File: src/rtl/pwm_seq_pkg.sv
// Shared constants and state encoding for the PWM ramp sequencer.
package pwm_seq_pkg;

  // PWM peripheral register byte addresses
  localparam logic [15:0] PwmAdrCtrl = 16'd0;
  localparam logic [15:0] PwmAdrDiv  = 16'd2;
  localparam logic [15:0] PwmAdrPer  = 16'd4;
  localparam logic [15:0] PwmAdrDc   = 16'd6;

  // Host-facing register byte addresses
  localparam logic [15:0] SregSctrl  = 16'd0;
  localparam logic [15:0] SregDiv    = 16'd2;
  localparam logic [15:0] SregPer    = 16'd4;
  localparam logic [15:0] SregDcStrt = 16'd6;
  localparam logic [15:0] SregDcTgt  = 16'd8;
  localparam logic [15:0] SregStep   = 16'd10;
  localparam logic [15:0] SregIntvl  = 16'd12;
  localparam logic [15:0] SregStatus = 16'd14;

  // PWM ctrl values
  localparam logic [15:0] CtrlCntRst = 16'h0080;
  localparam logic [15:0] CtrlStop   = 16'h0000;

  typedef enum logic [3:0] {
    StIdle,
    StWRst,
    StWDiv,
    StWPer,
    StWDc0,
    StWRun,
    StWait,
    StWStep,
    StDone,
    StAbortStop,
    StErr
  } seq_state_e;

endpackage

File: src/rtl/pwm_seq_wb_master.sv
// Single-write Wishbone master: holds the bus until ack or timeout, then
// reports a one-cycle done or err pulse while the bus is idle.
module pwm_seq_wb_master #(
  parameter int unsigned ACK_TIMEOUT = 16
) (
  input  logic        i_wb_clk,
  input  logic        i_wb_rst,
  input  logic        req,
  input  logic [15:0] req_adr,
  input  logic [15:0] req_data,
  output logic        wr_done,
  output logic        wr_err,
  output logic        m_cyc,
  output logic        m_stb,
  output logic        m_we,
  output logic [15:0] m_adr,
  output logic [15:0] m_data,
  input  logic        m_ack
);

  logic        active_q;
  logic [15:0] adr_q;
  logic [15:0] data_q;
  logic [15:0] tmo_cnt_q;

  // Bus ownership, hold-until-ack and timeout; the pulse cycle doubles as the
  // mandatory idle cycle so a still-asserted req is not re-accepted.
  always_ff @(posedge i_wb_clk or posedge i_wb_rst) begin
    if (i_wb_rst) begin
      active_q  <= 1'b0;
      adr_q     <= '0;
      data_q    <= '0;
      tmo_cnt_q <= '0;
      wr_done   <= 1'b0;
      wr_err    <= 1'b0;
    end else begin
      wr_done <= 1'b0;
      wr_err  <= 1'b0;
      if (active_q) begin
        if (m_ack) begin
          active_q <= 1'b0;
          adr_q    <= '0;
          data_q   <= '0;
          wr_done  <= 1'b1;
        end else if (tmo_cnt_q == 16'(ACK_TIMEOUT - 1)) begin
          active_q <= 1'b0;
          adr_q    <= '0;
          data_q   <= '0;
          wr_err   <= 1'b1;
        end else begin
          tmo_cnt_q <= tmo_cnt_q + 16'd1;
        end
      end else if (req && !wr_done && !wr_err) begin
        active_q  <= 1'b1;
        adr_q     <= req_adr;
        data_q    <= req_data;
        tmo_cnt_q <= '0;
      end
    end
  end

  assign m_cyc  = active_q;
  assign m_stb  = active_q;
  assign m_we   = active_q;
  assign m_adr  = adr_q;
  assign m_data = data_q;

endmodule

File: src/rtl/pwm_ramp_sequencer.sv
// Host-configured duty-cycle ramp engine driving a PWM peripheral over Wishbone.
module pwm_ramp_sequencer
  import pwm_seq_pkg::*;
#(
  parameter int unsigned ACK_TIMEOUT  = 16,
  parameter logic [7:0]  PWM_RUN_CTRL = 8'h16
) (
  input  logic        i_wb_clk,
  input  logic        i_wb_rst,
  input  logic        i_wb_cyc,
  input  logic        i_wb_stb,
  input  logic        i_wb_we,
  input  logic [15:0] i_wb_adr,
  input  logic [15:0] i_wb_data,
  output logic [15:0] o_wb_data,
  output logic        o_wb_ack,
  output logic        o_m_cyc,
  output logic        o_m_stb,
  output logic        o_m_we,
  output logic [15:0] o_m_adr,
  output logic [15:0] o_m_data,
  input  logic        i_m_ack,
  output logic        o_irq
);

  seq_state_e  state_q;
  logic [15:0] div_q, per_q, dcs_q, dct_q, step_q, ivl_q;
  logic [15:0] div_sh_q, per_sh_q, dcs_sh_q, dct_sh_q, step_sh_q, ivl_sh_q;
  logic [15:0] cur_dc_q, wait_cnt_q;
  logic        done_q, err_q, abort_pend_q;

  logic        slv_wr, sctrl_wr, start_req, irq_clr, abort_req, busy, ramp_up;
  logic [16:0] sum, dif;
  logic [15:0] next_dc, ivl_eff;
  logic        req, mst_done, mst_err;
  logic [15:0] req_adr, req_data;

  assign slv_wr    = i_wb_cyc & i_wb_stb & i_wb_we;
  assign sctrl_wr  = slv_wr && (i_wb_adr == SregSctrl);
  // Abort outranks start when both are set in one write
  assign start_req = sctrl_wr & i_wb_data[0] & ~i_wb_data[2];
  assign irq_clr   = sctrl_wr & i_wb_data[1];
  assign abort_req = sctrl_wr & i_wb_data[2];
  assign busy      = !(state_q inside {StIdle, StDone, StErr});
  assign o_wb_ack  = i_wb_stb;
  assign o_irq     = done_q | err_q;

  // Next duty value: 17-bit step, clamped to target on overshoot or wrap
  always_comb begin
    ramp_up = (dct_sh_q >= dcs_sh_q);
    sum     = {1'b0, cur_dc_q} + {1'b0, step_sh_q};
    dif     = {1'b0, cur_dc_q} - {1'b0, step_sh_q};
    ivl_eff = (ivl_sh_q == 16'd0) ? 16'd1 : ivl_sh_q;
    if (step_sh_q == 16'd0) begin
      next_dc = dct_sh_q;
    end else if (ramp_up) begin
      next_dc = (sum > {1'b0, dct_sh_q}) ? dct_sh_q : sum[15:0];
    end else begin
      next_dc = (dif[16] || (dif[15:0] < dct_sh_q)) ? dct_sh_q : dif[15:0];
    end
  end

  // Write request presented to the master engine for each bus-writing state
  always_comb begin
    req      = 1'b1;
    req_adr  = PwmAdrCtrl;
    req_data = CtrlStop;
    unique case (state_q)
      StWRst:      req_data = CtrlCntRst;
      StWDiv:      begin req_adr = PwmAdrDiv; req_data = div_sh_q; end
      StWPer:      begin req_adr = PwmAdrPer; req_data = per_sh_q; end
      StWDc0:      begin req_adr = PwmAdrDc;  req_data = dcs_sh_q; end
      StWRun:      req_data = {8'h00, PWM_RUN_CTRL};
      StWStep:     begin req_adr = PwmAdrDc;  req_data = next_dc; end
      StAbortStop: req_data = CtrlStop;
      default:     req = 1'b0;
    endcase
  end

  // Host register readback, combinational on address
  always_comb begin
    case (i_wb_adr)
      SregDiv:    o_wb_data = div_q;
      SregPer:    o_wb_data = per_q;
      SregDcStrt: o_wb_data = dcs_q;
      SregDcTgt:  o_wb_data = dct_q;
      SregStep:   o_wb_data = step_q;
      SregIntvl:  o_wb_data = ivl_q;
      SregStatus: o_wb_data = {cur_dc_q[12:0], err_q, done_q, busy};
      default:    o_wb_data = '0;
    endcase
  end

  // Host-writable configuration registers
  always_ff @(posedge i_wb_clk or posedge i_wb_rst) begin
    if (i_wb_rst) begin
      {div_q, per_q, dcs_q, dct_q, step_q, ivl_q} <= '0;
    end else if (slv_wr) begin
      case (i_wb_adr)
        SregDiv:    div_q  <= i_wb_data;
        SregPer:    per_q  <= i_wb_data;
        SregDcStrt: dcs_q  <= i_wb_data;
        SregDcTgt:  dct_q  <= i_wb_data;
        SregStep:   step_q <= i_wb_data;
        SregIntvl:  ivl_q  <= i_wb_data;
        default:    ;
      endcase
    end
  end

  // Ramp sequencing FSM; status set events are placed after irq clear so set wins
  always_ff @(posedge i_wb_clk or posedge i_wb_rst) begin
    if (i_wb_rst) begin
      state_q      <= StIdle;
      {div_sh_q, per_sh_q, dcs_sh_q, dct_sh_q, step_sh_q, ivl_sh_q} <= '0;
      cur_dc_q     <= '0;
      wait_cnt_q   <= '0;
      done_q       <= 1'b0;
      err_q        <= 1'b0;
      abort_pend_q <= 1'b0;
    end else begin
      if (abort_req && busy) abort_pend_q <= 1'b1;
      if (irq_clr) begin
        done_q <= 1'b0;
        err_q  <= 1'b0;
      end
      unique case (state_q)
        StIdle, StDone, StErr: begin
          if (start_req) begin
            {div_sh_q, per_sh_q, dcs_sh_q} <= {div_q, per_q, dcs_q};
            {dct_sh_q, step_sh_q, ivl_sh_q} <= {dct_q, step_q, ivl_q};
            done_q       <= 1'b0;
            err_q        <= 1'b0;
            abort_pend_q <= 1'b0;
            state_q      <= StWRst;
          end else if (irq_clr) begin
            state_q <= StIdle;
          end
        end
        StWRst, StWDiv, StWPer, StWDc0, StWRun, StWStep: begin
          if (mst_err) begin
            err_q        <= 1'b1;
            abort_pend_q <= 1'b0;
            state_q      <= StErr;
          end else if (mst_done) begin
            if (state_q == StWDc0)  cur_dc_q <= dcs_sh_q;
            if (state_q == StWStep) cur_dc_q <= next_dc;
            wait_cnt_q <= '0;
            if (abort_pend_q) begin
              state_q <= StAbortStop;
            end else begin
              case (state_q)
                StWRst: state_q <= StWDiv;
                StWDiv: state_q <= StWPer;
                StWPer: state_q <= StWDc0;
                StWDc0: state_q <= StWRun;
                StWRun: begin
                  if (cur_dc_q == dct_sh_q) begin
                    done_q  <= 1'b1;
                    state_q <= StDone;
                  end else begin
                    state_q <= StWait;
                  end
                end
                default: begin
                  if (next_dc == dct_sh_q) begin
                    done_q  <= 1'b1;
                    state_q <= StDone;
                  end else begin
                    state_q <= StWait;
                  end
                end
              endcase
            end
          end
        end
        StWait: begin
          if (abort_pend_q) begin
            state_q <= StAbortStop;
          end else if (wait_cnt_q == ivl_eff - 16'd1) begin
            state_q <= StWStep;
          end else begin
            wait_cnt_q <= wait_cnt_q + 16'd1;
          end
        end
        StAbortStop: begin
          if (mst_err) begin
            err_q        <= 1'b1;
            abort_pend_q <= 1'b0;
            state_q      <= StErr;
          end else if (mst_done) begin
            abort_pend_q <= 1'b0;
            state_q      <= StIdle;
          end
        end
        default: state_q <= StIdle;
      endcase
    end
  end

  pwm_seq_wb_master #(
    .ACK_TIMEOUT(ACK_TIMEOUT)
  ) u_master (
    .i_wb_clk(i_wb_clk),
    .i_wb_rst(i_wb_rst),
    .req     (req),
    .req_adr (req_adr),
    .req_data(req_data),
    .wr_done (mst_done),
    .wr_err  (mst_err),
    .m_cyc   (o_m_cyc),
    .m_stb   (o_m_stb),
    .m_we    (o_m_we),
    .m_adr   (o_m_adr),
    .m_data  (o_m_data),
    .m_ack   (i_m_ack)
  );

endmodule

File: config.mk
export PLATFORM = sky130hd
export DESIGN_NAME = pwm_ramp_sequencer
export DESIGN_NICKNAME = d
export VERILOG_FILES = /design/src/rtl/pwm_seq_pkg.sv /design/src/rtl/pwm_seq_wb_master.sv /design/src/rtl/pwm_ramp_sequencer.sv
export SDC_FILE = /design/constraint.sdc
export NUM_CORES = 1
export LEC_CHECK = 0
export ABC_AREA = 1
export CAP_MARGIN = 20
export CELL_PAD_IN_SITES_DETAIL_PLACEMENT = 0
export CELL_PAD_IN_SITES_GLOBAL_PLACEMENT = 1
export CORE_MARGIN = 5
export CORE_UTILIZATION = 35
export DETAILED_ROUTE_END_ITERATION = 6
export PLACE_DENSITY = 0.72
export SLEW_MARGIN = 10
export SYNTH_ARGS = -nofsm -noshare
export SYNTH_HDL_FRONTEND = slang
export SYNTH_HIERARCHICAL = 1
export SYNTH_SLANG_ARGS = --single-unit
export TNS_END_PERCENT = 30
File: constraint.sdc
create_clock -name i_wb_clk -period 8.3 [get_ports i_wb_clk]
set_input_delay 1.66 -clock i_wb_clk [delete_from_list [all_inputs] [get_ports i_wb_clk]]
set_output_delay 1.66 -clock i_wb_clk [all_outputs]
set_load 0.01 [all_outputs]
# ---- After elaboration in Yosys (flattened, before gate mapping)
# Cells that the tools add are included.
dict set report word_totals {
  out_inout_bits 53
  reg_bits 282
  word_cells 173
  in_bits 38
}
dict set report op_classes {
  order_cmp 3
  n_bitwise 9
  mux 67
  n_reduce_logical 33
  eq_ne 32
  add_sub_neg 5
}
# op count
set op_table {}
lappend op_table {{$mux W16} 21}
lappend op_table {{$pmux W16 S7} 1}
lappend op_table {{$pmux W16 S6} 1}
lappend op_table {{$eq A16 B4 Y1 const B} 5}
lappend op_table {{$eq A16 B16 Y1} 3}
lappend op_table {{$logic_not A16 Y1} 3}
lappend op_table {{$mux W4} 11}
lappend op_table {{$add A16 B1 Y16 const B} 2}
lappend op_table {{$eq A16 B3 Y1 const B} 2}
lappend op_table {{$pmux W16 S2} 1}
lappend op_table {{$mux W1} 25}
lappend op_table {{$pmux W4 S5} 1}
lappend op_table {{$add A16 B16 Y17} 1}
lappend op_table {{$gt A17 B16 Y1} 1}
lappend op_table {{$sub A16 B16 Y17} 1}
lappend op_table {{$eq A16 B2 Y1 const B} 1}
lappend op_table {{$eq A4 B3 Y1 const B} 4}
lappend op_table {{$ge A16 B16 Y1} 1}
lappend op_table {{$lt A16 B16 Y1} 1}
lappend op_table {{$pmux W4 S4} 1}
lappend op_table {{$reduce_and A2 Y1} 8}
lappend op_table {{$sub A16 B1 Y16 const B} 1}
lappend op_table {{$eq A4 B4 Y1 const B} 3}
lappend op_table {{$ne A2 B2 Y1 const B} 5}
lappend op_table {{other kinds (25)} 45}

# ---- Logic depth before layout (Yosys ltp)
dict set report depth {
  ltp_word 13
  ltp_mapped 43
  mapped_depth_nobuf 42
}

# ---- Hierarchy
# Netlist, hierarchy kept.
# mod area_each_um2 cells_each seq_area_each_um2 n_inst
set by_module_without_submodules {}
lappend by_module_without_submodules {pwm_ramp_sequencer 15178.3 2076 5780.5 1}
lappend by_module_without_submodules {pwm_seq_wb_master 2539.9 324 1276.2 1}

# ---- Worst setup path before layout
# No wires, ideal clock.
dict set report synth_path {
  path_type {input to output}
  start {in i_wb_adr[11]}
  end {out o_wb_data[11]}
  setup_slack_ns 3.494
  cell_stages 7
  t_arrival_ns 3.146
  path_buffers 2
  cell_sequence {nor4_1 -> and2_1 -> clkbuf_1 -> nand4_1 -> clkbuf_1 -> o22ai_1 -> or4_1}
}
dict set report synth_via {
  elab_chain_cells 2
}
# item line_no
set synth_lines {}
lappend synth_lines {{start, declared} pwm_ramp_sequencer.sv:13} ;# input logic [15:0] i_wb_adr,
lappend synth_lines {{$eq A16 B4 Y1 (tied with other cells)} pwm_ramp_sequencer.sv:82} ;# case (i_wb_adr)
lappend synth_lines {{$pmux W16 S7 *} pwm_ramp_sequencer.sv:82}
lappend synth_lines {{end, declared} pwm_ramp_sequencer.sv:15} ;# output logic [15:0] o_wb_data,
# Mark *: on every way between the ends. The rest lies on a longest branch, timed or not.

# ---- Worst setup path in the final report
dict set report layout_path {
  start {in i_wb_adr[5]}
  end {out o_wb_data[13]}
}
# The elaborated chain is that of the path after synthesis.

==> impl_metrics.env <==
export IMPL_status="completed"
export IMPL_cpMostUsedCell="clkdlybuf4s50_1"
export IMPL_highest_layer="met4"
export IMPL_r2r_start="step_sh_q[3]"
export IMPL_p_sw_uw=711
export IMPL_ys_flop_type="dfrtp_1"
export IMPL_portBuffers=90
export IMPL_synth_top_cell_by_area="dfrtp_1"
export IMPL_ys_top_cells_by_area="dfrtp_1 (40%), nand2_1 (14%), inv_1 (7.2%), o21ai_0 (6.4%), ha_1 (5.8%)"
export IMPL_p_int_uw=2280
export IMPL_synth_seq_cells=282
export IMPL_avgSynthCellArea_um2=7.38
export IMPL_final_area_mm2=0.0204
export IMPL_yosysWarnings=6
export IMPL_async_flop_share_pct=100
export IMPL_p_leak_uw=0.00986
export IMPL_cp_arrival_ps=4680
export IMPL_core_mm2=0.0501
export IMPL_cts_resized=0
export IMPL_grt_overflow_total=0
export IMPL_hold_violations=0
export IMPL_clk_latency_ps=570
export IMPL_drv_slew=0
export IMPL_drive_gt1_share_pct=6.22
export IMPL_dr_total_vias=16400
export IMPL_critPathMaxFanout=16
export IMPL_yosysSeqAreaShare_pct=39.8
export IMPL_fin_ws_ps=1960
export IMPL_clkSlewWorstSetupHoldPaths_ps=60
export IMPL_post_synth_top_count_cell="nand2_1"
export IMPL_nets=2587
export IMPL_start_util_pct=35.4
export IMPL_reg2reg_slack_ps=2470
export IMPL_wl_per_cell_um=19.6
export IMPL_multiInputGateArea_mm2=0.00897
export IMPL_min_from="u_master/m_adr[11]"
export IMPL_grt_total_usage_pct=21.9
export IMPL_synth_edf_count=0
export IMPL_clkPwrFrac_pct=50.6
export IMPL_crit_family="simple AND/OR/NAND/NOR gates"
export IMPL_vias_per_cell=5.19
export IMPL_totalWireLength_um=62000
export IMPL_die_area_mm2=0.0552
export IMPL_crit_buf_inv=3
export IMPL_post_cts_setup_buffer_count=0
export IMPL_finClkSkew_ps=21.0
export IMPL_worst_setup_path_type="in2out"
export IMPL_die_h_um=235
export IMPL_worstPathCellList="clkdlybuf4s50_1 > nor4_1 > inv_1 > nor2_1 > nand4_1 > o22ai_1 > a2111o_1 > clkdlybuf4s50_1"
export IMPL_die_x_um=235
export IMPL_cts_made_buffers=35
export IMPL_fin_setup_tns_ps=0
export IMPL_ys_types=57
export IMPL_end_kind="output pin"
export IMPL_crit_slowest_cell="nand4_1"
export IMPL_worst_r2r_path_depth=39
export IMPL_hold_ws_ps=479
export IMPL_dpl_worst_slack_ps=1980
export IMPL_drt_pre_antenna_iters=5
export IMPL_placed_cell_area_mm2=0.0192
export IMPL_hp_class="reg2reg"
export IMPL_syn_cell_area_mm2=0.0177
export IMPL_fin_util_pct=40.7
export IMPL_post_route_drc_count=0
export IMPL_wl_met3_um=3900
export IMPL_num_rows=82
export IMPL_cts_tree="yes"
export IMPL_routabilityCongestion=0.920
export IMPL_ctsLongestPathBuffers=3
export IMPL_crit_required_ps=6640
export IMPL_hpwl_um=48000
export IMPL_fillers=5308
export IMPL_wl_met2_um=26800
export IMPL_p_sw_share_pct=23.8
export IMPL_max_slew_worst_pin_slew_ps=957
export IMPL_r2r_end="state_q[1]"
export IMPL_seq_power_share_pct=46.5
export IMPL_cts_root_buf="clkbuf_16"
export IMPL_area_growth_pct=15.1
export IMPL_setup_viol=0
export IMPL_grt_pass1_wl_um=95600
export IMPL_synthCells=2400
export IMPL_grt_pass1_vias=15500
export IMPL_ant_nets=0
export IMPL_relSlewSlack_pct=36.1
export IMPL_boundaryPins=91
export IMPL_min_to="u_master/m_adr[11]"
export IMPL_synth_cells_most_frequent="nand2_1 (643), inv_1 (341), dfrtp_1 (282)"
export IMPL_h_tree_depth=2
export IMPL_max_freq_mhz=158
export IMPL_startpoint_type="primary input"
export IMPL_rsz0062_at_grt="false"
export IMPL_ir_drop_uv=161
export IMPL_met1_length_um=29100
export IMPL_antenna_found_initial=1
export IMPL_yosysTopAreaCellShare_pct=39.8
export IMPL_cellPowerDensity_mw_per_mm2=147
export IMPL_path_depth=8
export IMPL_timing_final_crit_share_pct=76.3
export IMPL_cpPeakStageDelay_ps=740
export IMPL_share_comb_of_total_power_pct=2.9
export IMPL_hold_buffers=0
export IMPL_period_minus_slack_ps=6340
export IMPL_grt_max_degree=141
export IMPL_clkSinkCount=282
export IMPL_first_iter_violations=1537
export IMPL_seq_area_mm2=0.00706
export IMPL_whs_path_depth=2
export IMPL_drv_cap=0
-- per-stage QoR --
| step | cells | total power [uW] |
|---|---|---|
| after detailed placement | 3099 | 1500 |
| final | 3164 | 2990 |
| after floorplan | 2413 | 1450 |
| after global placement | 3097 | 1500 |
| after global routing | 3163 | 3100 |
| after CTS | 3162 | 3030 |
-- power by group through the flow --
| stage | logic (uW) | registers, uW | clock network (uW) |
|---|---|---|---|
| 6_report | 87.4 | 1390 | 1510 |
| 3_3_place_gp | 88.8 | 1410 | 0 |
| 3_5_place_dp | 90.8 | 1410 | 0 |
| 5_1_grt | 98.8 | 1390 | 1610 |
| 2_1_floorplan | 35.6 | 1420 | 0 |
| 4_1_cts | 91.0 | 1390 | 1550 |
-- layer usage --
layer	global-route usage [%]	vias up
li1	-	7946
met1	31.7	7782
met2	33.5	596
met3	3.17	102
met4	7.49	0
met5	0	-
-- cell usage in the layout (no fill, tap or decap), types with 11 or more instances in the layout --
master and instances:
nand2_1 642, inv_1 339, dfrtp_1 282, o21ai_0 226, nand3_1 152, nor2_1 141, clkdlybuf4s50_1 90, ha_1 82
a21oi_1 66, o22ai_1 49, xor2_1 40, nand2_2 38, clkbuf_16 35, nor3_1 34, nand4_1 30, xnor2_1 18
o211ai_1 18, a22oi_1 16, conb_1 14, buf_4 13, o2111ai_1 12, or4_1 11
-- tightest hold or removal path, delay by kind of cell, from the launching register on --
kind | cells | cell delay, ps
DFF | 1 | 350
and+or+nand+nor | 2 | 90
-- final cells by class --
cell class	instances	area share, %
antenna	1	0.0123
clock buffer	49	4.75
clock inverter	14	0.724
inverter	351	6.50
multi-input combinational	1689	44.0
sequential	282	34.6
tap	672	4.12
timing repair buffer	106	5.27
-- worst max-delay path by stage --
stage / from / endpoint / slack, ps
final: i_wb_adr[5] / o_wb_data[13] / 1960
after global routing: i_wb_adr[5] / o_wb_data[13] / 1730
after CTS: i_wb_adr[5] / o_wb_data[13] / 1960
after detailed placement: i_wb_adr[5] / o_wb_data[13] / 1980
after global placement: i_wb_adr[5] / o_wb_data[13] / 2140
after floorplan: i_wb_rst / abort_pend_q / 310
-- cells by family after synthesis --
| group | count (synthesis) | share of synthesized area (%) |
|---|---|---|
| flip-flops | 282 | 39.8 |
| XOR/XNOR | 58 | 2.87 |
| buffers and inverters | 442 | 9.85 |
| AND/OR/NAND/NOR | 1095 | 26.9 |
| other | 1 | 0.0212 |
| multiplexers | 4 | 0.275 |
| AO/OA/AOI/OAI | 434 | 14.2 |
| adder cells (fa/ha/maj) | 84 | 6.02 |
No activity file was read; power rests on OpenSTA's default activity.
